**config.mk**
```make
export PLATFORM = sky130hd
export DESIGN_NAME = score_controller
export DESIGN_NICKNAME = d
export VERILOG_FILES = /design/src/rtl/score_pkg.sv /design/src/rtl/rr_arbiter2.sv /design/src/rtl/score_controller.sv
export SDC_FILE = /design/constraint.sdc
export NUM_CORES = 1
export LEC_CHECK = 0
export CAP_MARGIN = 10
export CORE_MARGIN = 4
export CORE_UTILIZATION = 51
export DETAILED_ROUTE_END_ITERATION = 10
export PLACE_DENSITY = 0.74
export SYNTH_ARGS = -nofsm -noshare
export SYNTH_HDL_FRONTEND = slang
export SYNTH_SLANG_ARGS = --single-unit
```
**constraint.sdc**
```tcl
create_clock -name clk_1khz -period 4.15 [get_ports clk_1khz]
set_clock_uncertainty 0.05 [all_clocks]
set_input_delay 1.0375 -clock clk_1khz [delete_from_list [all_inputs] [get_ports clk_1khz]]
set_output_delay 1.0375 -clock clk_1khz [all_outputs]
set_load 0.05 [all_outputs]
```
**src/rtl/score_pkg.sv**
```systemverilog
// Shared encodings for the two-player score controller.
// Holds the FSM states, request codes, winner codes and the pulse decoder.
package score_pkg;

  typedef enum logic {
    ST_PLAY = 1'b0,
    ST_WON  = 1'b1
  } state_t;

  typedef enum logic [1:0] {
    REQ_NONE = 2'b00,
    REQ_UP   = 2'b01,
    REQ_DOWN = 2'b10
  } req_t;

  localparam logic [1:0] WIN_NONE = 2'b00;
  localparam logic [1:0] WIN_P1   = 2'b01;
  localparam logic [1:0] WIN_P2   = 2'b10;

  // Simultaneous up and down from one player cancel each other.
  function automatic req_t pulse_to_req(input logic up, input logic down);
    req_t r;
    case ({up, down})
      2'b10:   r = REQ_UP;
      2'b01:   r = REQ_DOWN;
      default: r = REQ_NONE;
    endcase
    return r;
  endfunction

endpackage

```
**src/rtl/rr_arbiter2.sv**
```systemverilog
// Two-requester round-robin arbiter with a one-hot grant.
// After any grant, priority moves to the requester that was not granted.
module rr_arbiter2 (
  input  logic       clk,
  input  logic       rst,
  input  logic [1:0] req,
  output logic [1:0] grant
);

  logic       prio_q;
  logic       prio_d;
  logic [1:0] grant_s;

  // Tie-break: prio_q=1 lets requester 1 win a simultaneous request.
  always_comb begin
    case (req)
      2'b01:   grant_s = 2'b01;
      2'b10:   grant_s = 2'b10;
      2'b11:   grant_s = prio_q ? 2'b10 : 2'b01;
      default: grant_s = 2'b00;
    endcase
  end

  always_comb begin
    if (grant_s[0]) begin
      prio_d = 1'b1;
    end else if (grant_s[1]) begin
      prio_d = 1'b0;
    end else begin
      prio_d = prio_q;
    end
  end

  always_ff @(posedge clk or posedge rst) begin
    if (rst) begin
      prio_q <= 1'b0;
    end else begin
      prio_q <= prio_d;
    end
  end

  assign grant = grant_s;

endmodule

```
**src/rtl/score_controller.sv**
```systemverilog
// Two-player score keeper: captures button pulses into pending requests, serialises
// them through a round-robin arbiter, applies saturating updates and tracks the win.
module score_controller
  import score_pkg::*;
#(
  parameter int SCORE_W    = 5,
  parameter int WIN_SCORE  = 11,
  parameter int WIN_MARGIN = 2,
  parameter int BLINK_MS   = 250
) (
  input  logic               clk_1khz,
  input  logic               rst,
  input  logic               p1_up,
  input  logic               p1_down,
  input  logic               p2_up,
  input  logic               p2_down,
  output logic [SCORE_W-1:0] score_p1,
  output logic [SCORE_W-1:0] score_p2,
  output logic [1:0]         winner,
  output logic               game_over,
  output logic               update,
  output logic               blink
);

  localparam int                 CNT_W      = $clog2(BLINK_MS);
  localparam logic [SCORE_W-1:0] SCORE_MAX  = {SCORE_W{1'b1}};
  localparam logic [SCORE_W:0]   WIN_EXT    = (SCORE_W+1)'(WIN_SCORE);
  localparam logic [SCORE_W:0]   MARGIN_EXT = (SCORE_W+1)'(WIN_MARGIN);
  localparam logic [CNT_W-1:0]   BLINK_LAST = CNT_W'(BLINK_MS - 1);

  state_t             state_q, state_d;
  req_t               p1_pend_q, p1_pend_d, p2_pend_q, p2_pend_d;
  logic [SCORE_W-1:0] score1_q, score1_d, score2_q, score2_d;
  logic [1:0]         winner_q, winner_d;
  logic               update_q, update_d;
  logic               blink_q, blink_d;
  logic [CNT_W-1:0]   cnt_q, cnt_d;

  logic [1:0]         grant_s;
  logic               gnt_any_s;
  req_t               gnt_req_s;
  logic [SCORE_W-1:0] own_s, new_own_s, cmt1_s, cmt2_s;
  logic [SCORE_W:0]   ext1_s, ext2_s;
  logic               win1_s, win2_s, clear_s;

  rr_arbiter2 u_arb (
    .clk   (clk_1khz),
    .rst   (rst),
    .req   ({p2_pend_q != REQ_NONE, p1_pend_q != REQ_NONE}),
    .grant (grant_s)
  );

  // A fresh pulse overrides both the held request and a same-cycle grant clear.
  always_comb begin
    p1_pend_d = grant_s[0] ? REQ_NONE : p1_pend_q;
    p2_pend_d = grant_s[1] ? REQ_NONE : p2_pend_q;
    if (pulse_to_req(p1_up, p1_down) != REQ_NONE) begin
      p1_pend_d = pulse_to_req(p1_up, p1_down);
    end else begin
      p1_pend_d = p1_pend_d;
    end
    if (pulse_to_req(p2_up, p2_down) != REQ_NONE) begin
      p2_pend_d = pulse_to_req(p2_up, p2_down);
    end else begin
      p2_pend_d = p2_pend_d;
    end
  end

  // Candidate post-commit scores and the deuce-aware win comparator.
  always_comb begin
    gnt_any_s = grant_s[0] | grant_s[1];
    if (grant_s[0]) begin
      gnt_req_s = p1_pend_q;
      own_s     = score1_q;
    end else if (grant_s[1]) begin
      gnt_req_s = p2_pend_q;
      own_s     = score2_q;
    end else begin
      gnt_req_s = REQ_NONE;
      own_s     = score1_q;
    end
    case (gnt_req_s)
      REQ_UP:   new_own_s = (own_s == SCORE_MAX) ? own_s : own_s + SCORE_W'(1);
      REQ_DOWN: new_own_s = (own_s == SCORE_W'(0)) ? own_s : own_s - SCORE_W'(1);
      default:  new_own_s = own_s;
    endcase
    cmt1_s  = grant_s[0] ? new_own_s : score1_q;
    cmt2_s  = grant_s[1] ? new_own_s : score2_q;
    ext1_s  = {1'b0, cmt1_s};
    ext2_s  = {1'b0, cmt2_s};
    win1_s  = (ext1_s >= WIN_EXT) && (ext1_s >= ext2_s + MARGIN_EXT);
    win2_s  = (ext2_s >= WIN_EXT) && (ext2_s >= ext1_s + MARGIN_EXT);
    clear_s = (gnt_req_s == REQ_DOWN);
  end

  // FSM next state.
  always_comb begin
    state_d = state_q;
    case (state_q)
      ST_PLAY: begin
        if (gnt_any_s && (win1_s || win2_s)) begin
          state_d = ST_WON;
        end else begin
          state_d = ST_PLAY;
        end
      end
      ST_WON: begin
        if (clear_s) begin
          state_d = ST_PLAY;
        end else begin
          state_d = ST_WON;
        end
      end
      default: state_d = ST_PLAY;
    endcase
  end

  // Score, winner and update datapath; in WON only a DOWN grant has an effect.
  always_comb begin
    score1_d = score1_q;
    score2_d = score2_q;
    winner_d = winner_q;
    update_d = 1'b0;
    case (state_q)
      ST_PLAY: begin
        if (gnt_any_s) begin
          score1_d = cmt1_s;
          score2_d = cmt2_s;
          update_d = (new_own_s != own_s);
          if (win1_s) begin
            winner_d = WIN_P1;
          end else if (win2_s) begin
            winner_d = WIN_P2;
          end else begin
            winner_d = WIN_NONE;
          end
        end else begin
          update_d = 1'b0;
        end
      end
      ST_WON: begin
        if (clear_s) begin
          score1_d = SCORE_W'(0);
          score2_d = SCORE_W'(0);
          winner_d = WIN_NONE;
          update_d = 1'b1;
        end else begin
          update_d = 1'b0;
        end
      end
      default: begin
        score1_d = SCORE_W'(0);
        score2_d = SCORE_W'(0);
        winner_d = WIN_NONE;
      end
    endcase
  end

  // Blink runs only while staying in WON; entering or leaving restarts it from 0.
  always_comb begin
    if ((state_q == ST_WON) && (state_d == ST_WON)) begin
      if (cnt_q == BLINK_LAST) begin
        cnt_d   = CNT_W'(0);
        blink_d = ~blink_q;
      end else begin
        cnt_d   = cnt_q + CNT_W'(1);
        blink_d = blink_q;
      end
    end else begin
      cnt_d   = CNT_W'(0);
      blink_d = 1'b0;
    end
  end

  always_ff @(posedge clk_1khz or posedge rst) begin
    if (rst) begin
      state_q <= ST_PLAY;
    end else begin
      state_q <= state_d;
    end
  end

  always_ff @(posedge clk_1khz or posedge rst) begin
    if (rst) begin
      p1_pend_q <= REQ_NONE;
      p2_pend_q <= REQ_NONE;
      score1_q  <= SCORE_W'(0);
      score2_q  <= SCORE_W'(0);
      winner_q  <= WIN_NONE;
      update_q  <= 1'b0;
      blink_q   <= 1'b0;
      cnt_q     <= CNT_W'(0);
    end else begin
      p1_pend_q <= p1_pend_d;
      p2_pend_q <= p2_pend_d;
      score1_q  <= score1_d;
      score2_q  <= score2_d;
      winner_q  <= winner_d;
      update_q  <= update_d;
      blink_q   <= blink_d;
      cnt_q     <= cnt_d;
    end
  end

  // FSM outputs.
  always_comb begin
    score_p1  = score1_q;
    score_p2  = score2_q;
    winner    = winner_q;
    game_over = (state_q == ST_WON);
    update    = update_q;
    blink     = blink_q;
  end

endmodule

```
# == Yosys cells after proc, flatten, opt, wreduce, memory -nomap -nowiden ==
# Index checks and enable logic that the tools add are counted.
# word_totals
elab_cells,90
regBits,28
latchBits,0
mem_bits_rw,0
rom_bits,0
memories,0
input_bits,6
# classes
n_eq_ne,15
n_lt_le_gt_ge,4
n_div,0
shift,0
mul,0
bitwise,3
addsub,5
mux,39
n_reduce_logical,14
# op_table
cell,count
5-bit 2-to-1 mux,9
5-bit one-hot mux with 2 select lines,3
2-bit 2-to-1 mux,11
8-bit 2-to-1 mux,2
2-bit nonzero test,7
5-bit by 2-bit adder with 6-bit output (second input constant),2
5-bit by 6-bit >= comparator with 1-bit output,2
2-bit one-hot mux with 2 select lines,3
2-bit equality test (second input constant),5
5-bit by 4-bit >= comparator with 1-bit output (second input constant),2
8-bit by 1-bit adder with 8-bit output (second input constant),1
2-bit by 1-bit equality test with 1-bit output (second input constant),4
8-bit equality test (second input constant),1
1-bit 2-to-1 mux,8
2-bit one-hot mux with 3 select lines,1
5-bit by 1-bit adder with 5-bit output (second input constant),1
5-bit equality test (second input constant),1
5-bit zero test,1
5-bit inequality test,1
5-bit by 1-bit subtractor with 5-bit output (second input constant),1
1-bit logical AND,4
2-bit by 1-bit inequality test with 1-bit output (second input constant),2
1-bit one-hot mux with 2 select lines,2
2-bit inequality test (second input constant),1
other kinds (4),5

# == Logic depth before layout (Yosys ltp) ==
# Gate-level depths: netlist of run 1.
# logic_depth
ltp_word,18
depth_mapped,22

# == Cells and area by module ==
# A second synthesis of run 1 with hierarchy kept.
# unflattened
hier_cells,301
hier_area_um2,2534.9
# modules_own_cells
module,n_inst,area_each_um2,cells_per_inst,seq_area_each_um2
score_controller,1,2469.9,293,675.6
rr_arbiter2,1,65.1,8,25.0

# == Worst setup path before layout of run 1 ==
# OpenSTA, ideal clock, no wires.
# synth_timing
path_kind,flip-flop to flip-flop
start,register p2_pend_q[0]
end,"register state_q, in the netlist game_over"
stages_incl_launch_ff,21
setup_time_ns,0.132
setup_slack_ns,-0.276
path_buffers,2
synth_period_minus_slack_ns,4.426
arrival_time_ns,4.245
cell_sequence,dfrtp_1 or2_1 buf_4 nand2_1 buf_2 mux2i_1 inv_1 ha_1 and4_1 o21ai_0 a32oi_1 o31ai_1 ha_1 inv_1 ha_1 nor2b_1 o21ai_0 a21oi_1 o221ai_1 a31oi_1 or3b_1
# synth_between
elab_chain_len,16
word_cells_on_any_way,34
classes_between,4 x add/sub; 4 x order compare; 6 x eq/ne; 13 x mux; 1 x bitwise; 6 x reduce/logical
# synth_rtl
item,line,source
start: declaration,score_controller.sv:32,"req_t p1_pend_q, p1_pend_d, p2_pend_q, p2_pend_d;"
start signal: assignment,score_controller.sv:195,p2_pend_q <= p2_pend_d;
2-bit nonzero test,score_controller.sv:49,".req ({p2_pend_q != REQ_NONE, p1_pend_q != REQ_NONE}),"
2-bit equality test or 2-bit by 1-bit equality test with 1-bit output (tied branches),rr_arbiter2.sv:16,case (req)
2-bit one-hot mux with 3 select lines,rr_arbiter2.sv:16,
5-bit 2-to-1 mux,score_controller.sv:75,end else if (grant_s[1]) begin
5-bit 2-to-1 mux,score_controller.sv:72,if (grant_s[0]) begin
5-bit by 1-bit subtractor with 5-bit output (tied with other cells),score_controller.sv:84,REQ_DOWN: new_own_s = (own_s == SCORE_W'(0)) ? own_s : own_s - SCORE_W'(1);
5-bit 2-to-1 mux (on tied branches),"score_controller.sv:84, score_controller.sv:83",
5-bit one-hot mux with 2 select lines,score_controller.sv:82,case (gnt_req_s)
5-bit 2-to-1 mux (on tied branches),"score_controller.sv:88, score_controller.sv:87",
5-bit by 2-bit adder with 6-bit output (on tied branches),"score_controller.sv:91, score_controller.sv:92",
5-bit by 6-bit >= comparator with 1-bit output (on tied branches),"score_controller.sv:91, score_controller.sv:92",
1-bit logical AND (on tied branches),"score_controller.sv:91, score_controller.sv:92",
1-bit logical OR,score_controller.sv:101,if (gnt_any_s && (win1_s || win2_s)) begin
1-bit logical AND,score_controller.sv:101,
1-bit 2-to-1 mux,score_controller.sv:101,
1-bit one-hot mux with 2 select lines *,score_controller.sv:99,case (state_q)
named net state_d,score_controller.sv:31,"state_t state_q, state_d;"
end signal: assignment,score_controller.sv:179,state_q <= state_d;
end: declaration,score_controller.sv:31,
# The timed path passes the listed nets; every way through them passes the cells marked *.
# A chain may end at the register's enable or synchronous reset.

# == Final worst setup path of run 1 ==
# Ends and elaborated chain as after synthesis.

==> results of run 1 <==
==> state kept, by name, indices dropped and copies added, names as in the netlist <==
name and count:
p1_pend_q 2, update 1, winner 2, game_over 1, blink 1, p2_pend_q 2, cnt_q 8, score_p2 5
u_arb.prio_q 1, score_p1 5
==> kinds of logic (layout without fill, tap and decap cells) <==
logic type	after synthesis	after routing
and+or+nand+nor	114	114
adders and majority gates	22	22
AOI/OAI and AO/OA	73	73
DFF	28	28
buffers and inverters	36	79
xor gates and xnor gates	13	13
muxes	13	13
==> final timing paths <==
check / from / end / slack [ns] / cells after the start
min in group asynchronous: rst / p1_pend_q[0] / 1.26 / 2
worst max register to register: p2_pend_q[0] / game_over / 0.19 / 20
worst min-delay path: cnt_q[0] / cnt_q[0] / 0.46 / 1
worst max-delay path: p2_pend_q[0] / game_over / 0.19 / 20
worst min register to register: cnt_q[0] / cnt_q[0] / 0.46 / 1
max in group asynchronous: rst / winner[1] / 2.16 / 2
==> layer usage <==
layer,share of wire (%),track usage (%),routed length [microns],up-vias
li1,-,-,-,1161
met1,45,32.3,3130,1153
met2,47,38.4,3290,91
met3,6.4,3.10,445,11
met4,1.3,5.07,87,0
met5,0,0,0,-
==> per-stage QoR <==
step	setup slack, ns	std cells	hold slack (ns)	utilization, %
after global routing	0.00809	409	0.498	64.4
final	0.194	409	0.461	64.4
after CTS	0.0389	405	0.464	63.3
after floorplan	0.0465	299	0.411	-
after detailed placement	0.0581	401	0.450	61.8
after global placement	0.157	401	0.436	61.8
==> timing repair <==
item                                    CTS  global route
buffers inserted                          0             4
endpoints found under the setup margin    0             3
resized for setup                         0             7
==> synth_stat cells (2+ instances only) <==
master                     count
sky130_fd_sc_hd__nand2_1      29
sky130_fd_sc_hd__dfrtp_1      28
sky130_fd_sc_hd__nor2_1       25
sky130_fd_sc_hd__nand3_1      24
sky130_fd_sc_hd__ha_1         22
sky130_fd_sc_hd__a21oi_1      21
sky130_fd_sc_hd__inv_1        19
sky130_fd_sc_hd__o21ai_0      14
sky130_fd_sc_hd__mux2i_1       8
sky130_fd_sc_hd__xnor2_1       7
sky130_fd_sc_hd__xor2_1        6
sky130_fd_sc_hd__buf_4         5
sky130_fd_sc_hd__clkbuf_1      5
sky130_fd_sc_hd__mux2_2        5
sky130_fd_sc_hd__nand2b_1      5
sky130_fd_sc_hd__and3_1        4
sky130_fd_sc_hd__a21o_1        3
sky130_fd_sc_hd__buf_2         3
sky130_fd_sc_hd__nor2b_1       3
sky130_fd_sc_hd__o221ai_1      3
sky130_fd_sc_hd__a211oi_1      2
sky130_fd_sc_hd__a22oi_1       2
sky130_fd_sc_hd__a32o_1        2
sky130_fd_sc_hd__a32oi_1       2
sky130_fd_sc_hd__and2_1        2
sky130_fd_sc_hd__and2b_1       2
sky130_fd_sc_hd__and3b_1       2
sky130_fd_sc_hd__and4_1        2
sky130_fd_sc_hd__buf_6         2
sky130_fd_sc_hd__nand3b_1      2
sky130_fd_sc_hd__nand4_1       2
sky130_fd_sc_hd__nor3_1        2
sky130_fd_sc_hd__o22ai_1       2
sky130_fd_sc_hd__o32ai_1       2
==> area by class of cell <==
cell class	instances	area share [%]
Clock buffer	3	1.35
Clock inverter	1	0.981
Inverter	20	2.45
Multi-Input combinational cell	235	54.5
Sequential cell	28	22.9
Tap cell	67	2.74
Timing Repair Buffer	55	15.1
==> where the power goes <==
part / switching (mW) / internal, mW / total (mW)
clock: 0.0825 / 0.129 / 0.212
combinational: 1.09 / 0.753 / 1.84
sequential: 0.0660 / 0.341 / 0.407
total: 1.24 / 1.22 / 2.46
==> out/metrics.csv, run 1 <==
metric,value,unit
"Worst Path Class, Setup",reg -> reg,
syn_area_per_cell,8.39,sq um
unrepaired setup endpoints after global routing,no,
standby leakage power,1.41,nW
Inserted Clock Buffers,3,
area fraction in compound gates after synthesis,20.8,%
kind of end point of the critical path,register,
power density cells,805,nW/um^2
Sequential Area,701,sq um
Worst Path Arrival,4.07,ns
number of cell rows,25,
cell-by-cell listing of the critical path,or2_1 -> nand2_2 -> mux2i_2 -> inv_1 -> ha_4 -> and4_1 -> nand4_1 -> nand3b_1 -> a31o_1 -> nor2_2 -> a21oi_1 -> ha_1 -> inv_1 -> ha_1 -> nor2b_1 -> o21ai_1 -> a21oi_1 -> o221ai_1 -> a31oi_1 -> or3b_1,
die outline area,6100,sq um
maximum level of the CTS H-tree,1,
net count of the finished layout,371,
instance count of the mapped netlist,299,
multi-input gate area in the final layout,1670,sq um
Placed Area,2940,sq um
Routed WL,6960,microns
number of DRC violations after detailed-routing iteration 0,377,
Die H,78.1,microns
routability congestion estimate,1.03,
Antenna Violating Nets Remaining,0,
Routed WL per cell,17.0,microns
share of the yosys chip area belonging to registers,27.9,%
share of the cycle needed by the critical path after routing,95.3,%
pin count of the biggest net entering global routing,29,
Worst Path Required,4.26,ns
routed vias/inst,5.91,
Main synth FF type,sky130_fd_sc_hd__dfrtp_1,
normalized max-slew margin,30.1,%
asr flop ratio synth,100,%
endpoints failing hold,0,
number of buffer and inverter stages on the critical path,2,
final count of negative-setup-slack endpoints,0,
fraction of synthesized area in multiplexers,5.44,%
maximum ir drop on the vdd rail,0.000437,V
initial antenna violation count,0,
via count of the first global-routing pass,2326,
most area-consuming cells after synthesis,"sky130_fd_sc_hd__dfrtp_1 28%, sky130_fd_sc_hd__ha_1 11%, sky130_fd_sc_hd__nand3_1 4.8%",
most frequent cells in the layout,"35 x sky130_fd_sc_hd__buf_4, 28 x sky130_fd_sc_hd__nand2_1, 28 x sky130_fd_sc_hd__dfrtp_1, 24 x sky130_fd_sc_hd__nor2_1, 24 x sky130_fd_sc_hd__nand3_1",
result of the run,finished clean,
post-synthesis adder-cell area fraction,11.0,%
"most common cell after layout, fill and taps aside",sky130_fd_sc_hd__buf_4,
total of max-cap violations,0,
cell accounting for the most synthesized area,sky130_fd_sc_hd__dfrtp_1,
clock-pin slew on the worst setup and hold paths,0.09,ns
hold bufs inserted after CTS,0,
cell at the root of the clock tree,sky130_fd_sc_hd__clkbuf_8,
placeable core region,4750,sq um
overflow left after global routing,0,
fraction of the mapped netlist area in simple logic gates,23.4,%
warning count from the yosys run,0,
xor/xnor cell area share of the yosys netlist,4.54,%
min cycle time layout,3.96,ns
effective utilization at floorplan,52.7,%
first-pass GRT wire length,11500,microns
post-detailed-route DRC marker count,0,
overall global routing resource usage,23.2,%
Detailed Place HPWL,5140,microns
accumulated negative setup slack,0,ns
CTS tree,done,
max-slew violation total from the final report,0,
Sinks on Clock Net,28,
Post-Synthesis Net Count,327,
share of the synthesized area in the top cell type,27.9,%
overall power consumption,2.46,mW
number of iterations in the first detailed-routing pass,4,
post-synth design cell area,2510,sq um
Layout Area Growth over Synthesis,22.1,%
Peak Freq,253,MHz
peak fanout along the critical path,8,
"flops & latches, synth",28,
Top delay family on crit path,simple AND/OR/NAND/NOR gates,
number of enable-type register cells in the synthesized netlist,0,
classification of the worst-slack hold path,reg -> reg,
Port-buffer cells,20,
ratio of cells with drive above 1 in the final layout,18.7,%
highest cell delay on the worst timing path,0.42,ns
synth unique cells,66,
count of vias placed by the detailed router,2416,
critical path's slowest cell,sky130_fd_sc_hd__dfrtp_1,
number of inserted diodes,0,
crit path launch type,register,
Least-Margin Pin Slew,1.05,ns
area of all placed cells without fillers,3060,sq um
die extent in x,78.1,microns
main combinational cell family by area after synthesis,simple AND/OR/NAND/NOR gates,
count of pins on the block boundary,21,
Clock Tree Buf Depth,2,
worst-skew pair later-pin latency,0.27,ns
FILL cells,413,
No activity file was read; power rests on OpenSTA's default activity.
==> run 2, diff against run 1 <==
--- a/config.mk
+++ b/config.mk
@@ -8,8 +8,10 @@
 export CAP_MARGIN = 10
 export CORE_MARGIN = 4
 export CORE_UTILIZATION = 51
+export CTS_CLUSTER_SIZE = 10
 export DETAILED_ROUTE_END_ITERATION = 10
 export PLACE_DENSITY = 0.74
 export SYNTH_ARGS = -nofsm -noshare
 export SYNTH_HDL_FRONTEND = slang
+export SYNTH_HIERARCHICAL = 1
 export SYNTH_SLANG_ARGS = --single-unit
==> run 2 against run 1 <==
Compared with the run above:
- the flow now finishes with violations (negative setup slack)
- cell count is 11% higher
- highest routed layer unchanged
- total power is 17% higher
- sequential share of layout area is 3.5 points lower
- synthesized cell count is 0.67% higher
- clock power hardly changed
- critical path type unchanged
- register-to-register slack worse by 0.54 ns
- die area is 0.99% higher
- maximum frequency is 12% lower
==> out/metrics.csv, run 2 <==
metric,value,unit,change
count of cells along the worst hold path,1,,unchanged
count of pins on the block boundary,21,,unchanged
Peak Freq,223,MHz,-12%
cell internal power dissipation,1.52,mW,+25%
fraction of met2 tracks used by global routing,41.3,%,+2.9 points
M1 GR Usage,30.7,%,-1.5 points
post-synth design cell area,2530,sq um,+1.1%
sequential fraction of design power,14.9,%,-1.6 points
placed instance count,443,,+10%
reg-to-reg endpoint,game_over,,
final count of negative-setup-slack endpoints,3,,+3
routability congestion estimate,0.924,,-10%
max-slew violation total from the final report,0,,unchanged
initial antenna violation count,0,,unchanged
instance count of the mapped netlist,301,,+0.67%
placeable core region,4750,sq um,unchanged
number of inserted diodes,0,,unchanged
first-pass GRT wire length,12000,microns,+4.0%
power density cells,796,nW/um^2,-1.2%
failing checks,negative setup slack,,
Clock Tree Buf Depth,2,,unchanged
"flops & latches, synth",28,,unchanged
share of the synthesized area in the top cell type,27.6,%,-0.30 points
cell at the root of the clock tree,sky130_fd_sc_hd__clkbuf_8,,
Routed WL,7400,microns,+6.4%
Least-Margin Pin Slew,1.03,ns,-0.0200 ns
endpoints failing hold,0,,unchanged
result of the run,"finished, violations left",,
most instantiated cells after synthesis,"29 x sky130_fd_sc_hd__inv_1, 28 x sky130_fd_sc_hd__dfrtp_1, 24 x sky130_fd_sc_hd__ha_1, 24 x sky130_fd_sc_hd__nor2_1, 23 x sky130_fd_sc_hd__nand2_1",,
Final Instance Count excl. Fillers,456,,+11%
maximum ir drop on the vdd rail,0.000630,V,+44%
most frequent cells in the layout,"74 x sky130_fd_sc_hd__buf_4, 28 x sky130_fd_sc_hd__dfrtp_1, 26 x sky130_fd_sc_hd__inv_1, 23 x sky130_fd_sc_hd__nor2_1, 22 x sky130_fd_sc_hd__nand2_1",,
Routed WL per cell,16.2,microns,-4.5%
Clk pwr share,7.5,%,-1.1 points
synth unique cells,58,,-12%
Die H,78.5,microns,+0.49%
net count of the finished layout,420,,+13%
number of enable-type register cells in the synthesized netlist,0,,unchanged
critical hold path startpoint,cnt_q[0],,
"Worst Path Class, Setup",reg -> reg,,
Setup WS post-layout,-0.341,ns,-0.535 ns
kind of end point of the critical path,register,,
maximum level of the CTS H-tree,1,,unchanged
number of iterations in the first detailed-routing pass,4,,unchanged
via count of the first global-routing pass,2593,,+11%
unrepaired setup endpoints after global routing,yes,,
Layout Area Growth over Synthesis,42.3,%,
CTS tree,done,,
number of cell rows,25,,unchanged
warning count from the yosys run,6,,+6
endpoint with the worst hold slack,cnt_q[0],,
die outline area,6160,sq um,+0.99%
layer with the highest usage after global routing,met2,,
number of DRC violations after detailed-routing iteration 0,215,,-43%
asr flop ratio synth,100,%,unchanged
standby leakage power,1.68,nW,+19%
Inserted Clock Buffers,3,,unchanged
post-detailed-route DRC marker count,0,,unchanged
ratio of cells with drive above 1 in the final layout,35.0,%,+16 points
Detailed Place HPWL,5640,microns,+9.7%
min cycle time layout,4.49,ns,+0.535 ns
Net Switching,1.35,mW,+8.7%
Sinks on Clock Net,28,,unchanged
accumulated negative setup slack,-0.938,ns,-0.938 ns
number of cells traversed by the worst register-to-register path,21,,+5.0%
Logic pwr share,77.7,%,+2.8 points
library cell with the highest instance count after synthesis,sky130_fd_sc_hd__inv_1,,
total of max-cap violations,0,,unchanged
Worst Path Required,4.26,ns,about the same
Antenna Violating Nets Remaining,0,,unchanged
Worst Path Arrival,4.60,ns,+0.53 ns
Switching Share,47.0,%,-3.4 points
die extent in x,78.5,microns,+0.49%
share of the cycle needed by the critical path after routing,108,%,+13 points
"most common cell after layout, fill and taps aside",sky130_fd_sc_hd__buf_4,,
M3 GR Usage,4.13,%,+1.0 points
clock-pin slew on the worst setup and hold paths,0.10,ns,about the same
worst reg2reg startpoint,p1_pend_q[0],,
worst-skew pair later-pin latency,0.28,ns,about the same
pin count of the biggest net entering global routing,28,,-3.4%
overflow left after global routing,0,,unchanged
"setup slack, reg-to-reg",-0.34,ns,-0.54 ns
largest reg by FF count,cnt_q,,
Post-Synthesis Net Count,331,,+1.2%
count of vias placed by the detailed router,2607,,+7.9%
effective utilization at floorplan,53.3,%,+0.58 points
share of the yosys chip area belonging to registers,27.6,%,-0.30 points
routed vias/inst,5.72,,-3.2%
peak fanout along the critical path,3,,-5
classification of the worst-slack hold path,reg -> reg,,
cell accounting for the most synthesized area,sky130_fd_sc_hd__dfrtp_1,,
crit path launch type,register,,
Main synth FF type,sky130_fd_sc_hd__dfrtp_1,,
normalized max-slew margin,31.4,%,+1.3 points
hold bufs inserted after CTS,0,,unchanged
most area-consuming cells after synthesis,"sky130_fd_sc_hd__dfrtp_1 28%, sky130_fd_sc_hd__ha_1 12%, sky130_fd_sc_hd__inv_1 4.3%",,
syn_area_per_cell,8.42,sq um,+0.43%
Port-buffer cells,20,,unchanged
overall global routing resource usage,24.2,%,+0.93 points
max FFs per register,8,,unchanged
[run 2: changes by cell type in the layout (fill, tap and decap cells not counted), moves of 3 or more]
cell / before / now
sky130_fd_sc_hd__nand2_1: 28 / 22
sky130_fd_sc_hd__inv_1: 18 / 26
sky130_fd_sc_hd__a31oi_1: 1 / 4
sky130_fd_sc_hd__o21ai_0: 11 / 17
sky130_fd_sc_hd__mux2i_1: 7 / 1
sky130_fd_sc_hd__nor2b_2: 0 / 3
sky130_fd_sc_hd__nand3_1: 24 / 17
sky130_fd_sc_hd__or2_4: 0 / 4
sky130_fd_sc_hd__a21oi_1: 21 / 6
sky130_fd_sc_hd__buf_4: 35 / 74
sky130_fd_sc_hd__ha_1: 21 / 18
sky130_fd_sc_hd__ha_2: 0 / 3
sky130_fd_sc_hd__nand2b_4: 0 / 3
[run 2: layer usage]
layer	wire, microns	up-vias
li1	-	1241
met1	3240	1259
met2	3530	90
met3	457	17
met4	175	0
met5	0	-
[run 2: cell type report]
| type | instances | area (sq um) |
|---|---|---|
| Timing Repair Buffer | 97 | 798 |
| Sequential cell | 28 | 701 |
| Multi-Input combinational cell | 230 | 1840 |
| Tap cell | 67 | 83.8 |
| Fill cell | 352 | 1150 |
| Clock buffer | 3 | 41.3 |
| Clock inverter | 1 | 30.0 |
| Inverter | 30 | 115 |
[run 2: how the worst max path moves through the flow]
stage / slack (ns) / end / startpoint
after global placement: -0.42 / winner[1] / p1_pend_q[1]
after global routing: -0.50 / game_over / p1_pend_q[1]
final: -0.34 / game_over / p1_pend_q[0]
after floorplan: -0.44 / game_over / p1_pend_q[1]
after detailed placement: -0.58 / game_over / p1_pend_q[1]
after CTS: -0.29 / winner[1] / p1_pend_q[1]
[run 2: logic make-up (layout without fill, tap and decap cells)]
family	after synthesis	after routing	share of synthesized area, %
compound gates	74	74	21.3
xor+xnor	13	13	4.49
fa+ha+maj	24	24	11.8
buf+inv	43	131	6.81
flops	28	28	27.6
mux	10	10	5.03
simple gates	109	109	22.9
[run 2: power by group through the flow]
stage	combinational (mW)	sequential (mW)	clock (mW)
3_5_place_dp	1.98	0.425	0
6_report	2.23	0.427	0.215
3_3_place_gp	1.94	0.424	0
5_1_grt	2.40	0.436	0.228
4_1_cts	2.11	0.423	0.216
2_1_floorplan	1.05	0.575	0
[run 2: critical path, cell delays in order (launching register included)]
cell and delay (ns):
sky130_fd_sc_hd__dfrtp_1 0.39, sky130_fd_sc_hd__or2_4 0.27, sky130_fd_sc_hd__nand2b_4 0.07, sky130_fd_sc_hd__and2_4 0.14, sky130_fd_sc_hd__nor2b_4 0.18, sky130_fd_sc_hd__mux2i_4 0.26
sky130_fd_sc_hd__inv_2 0.08, sky130_fd_sc_hd__ha_4 0.16, sky130_fd_sc_hd__and4_1 0.20, sky130_fd_sc_hd__mux2_4 0.29, sky130_fd_sc_hd__or4_4 0.49, sky130_fd_sc_hd__o211a_1 0.14
sky130_fd_sc_hd__a31o_4 0.26, sky130_fd_sc_hd__inv_4 0.06, sky130_fd_sc_hd__ha_4 0.19, sky130_fd_sc_hd__nand2b_4 0.13, sky130_fd_sc_hd__a21o_1 0.15, sky130_fd_sc_hd__a21o_1 0.16
sky130_fd_sc_hd__a21o_1 0.16, sky130_fd_sc_hd__a21oi_2 0.15, sky130_fd_sc_hd__a31oi_2 0.06, sky130_fd_sc_hd__a311o_2 0.33
[run 2: what timing repair did]
action	in CTS	in global routing
gates cloned	0	0
resized for setup	21	12
buffers inserted	9	0
endpoints found under the setup margin	3	3
pin swaps	20	1
endpoints found under the hold margin	0	0
[run 2: stage by stage]
stage,power (mW),utilization [%],area (sq um),hold WS [ns],setup WS (ns)
finish,2.87,75.9,3610,0.445,-0.341
global route,3.06,75.9,3610,0.491,-0.501
CTS,2.75,74.9,3560,0.451,-0.292
detailed placement,2.41,70.0,3330,0.438,-0.578
global placement,2.37,70.0,3330,0.429,-0.418
floorplan,1.62,-,2590,0.411,-0.440
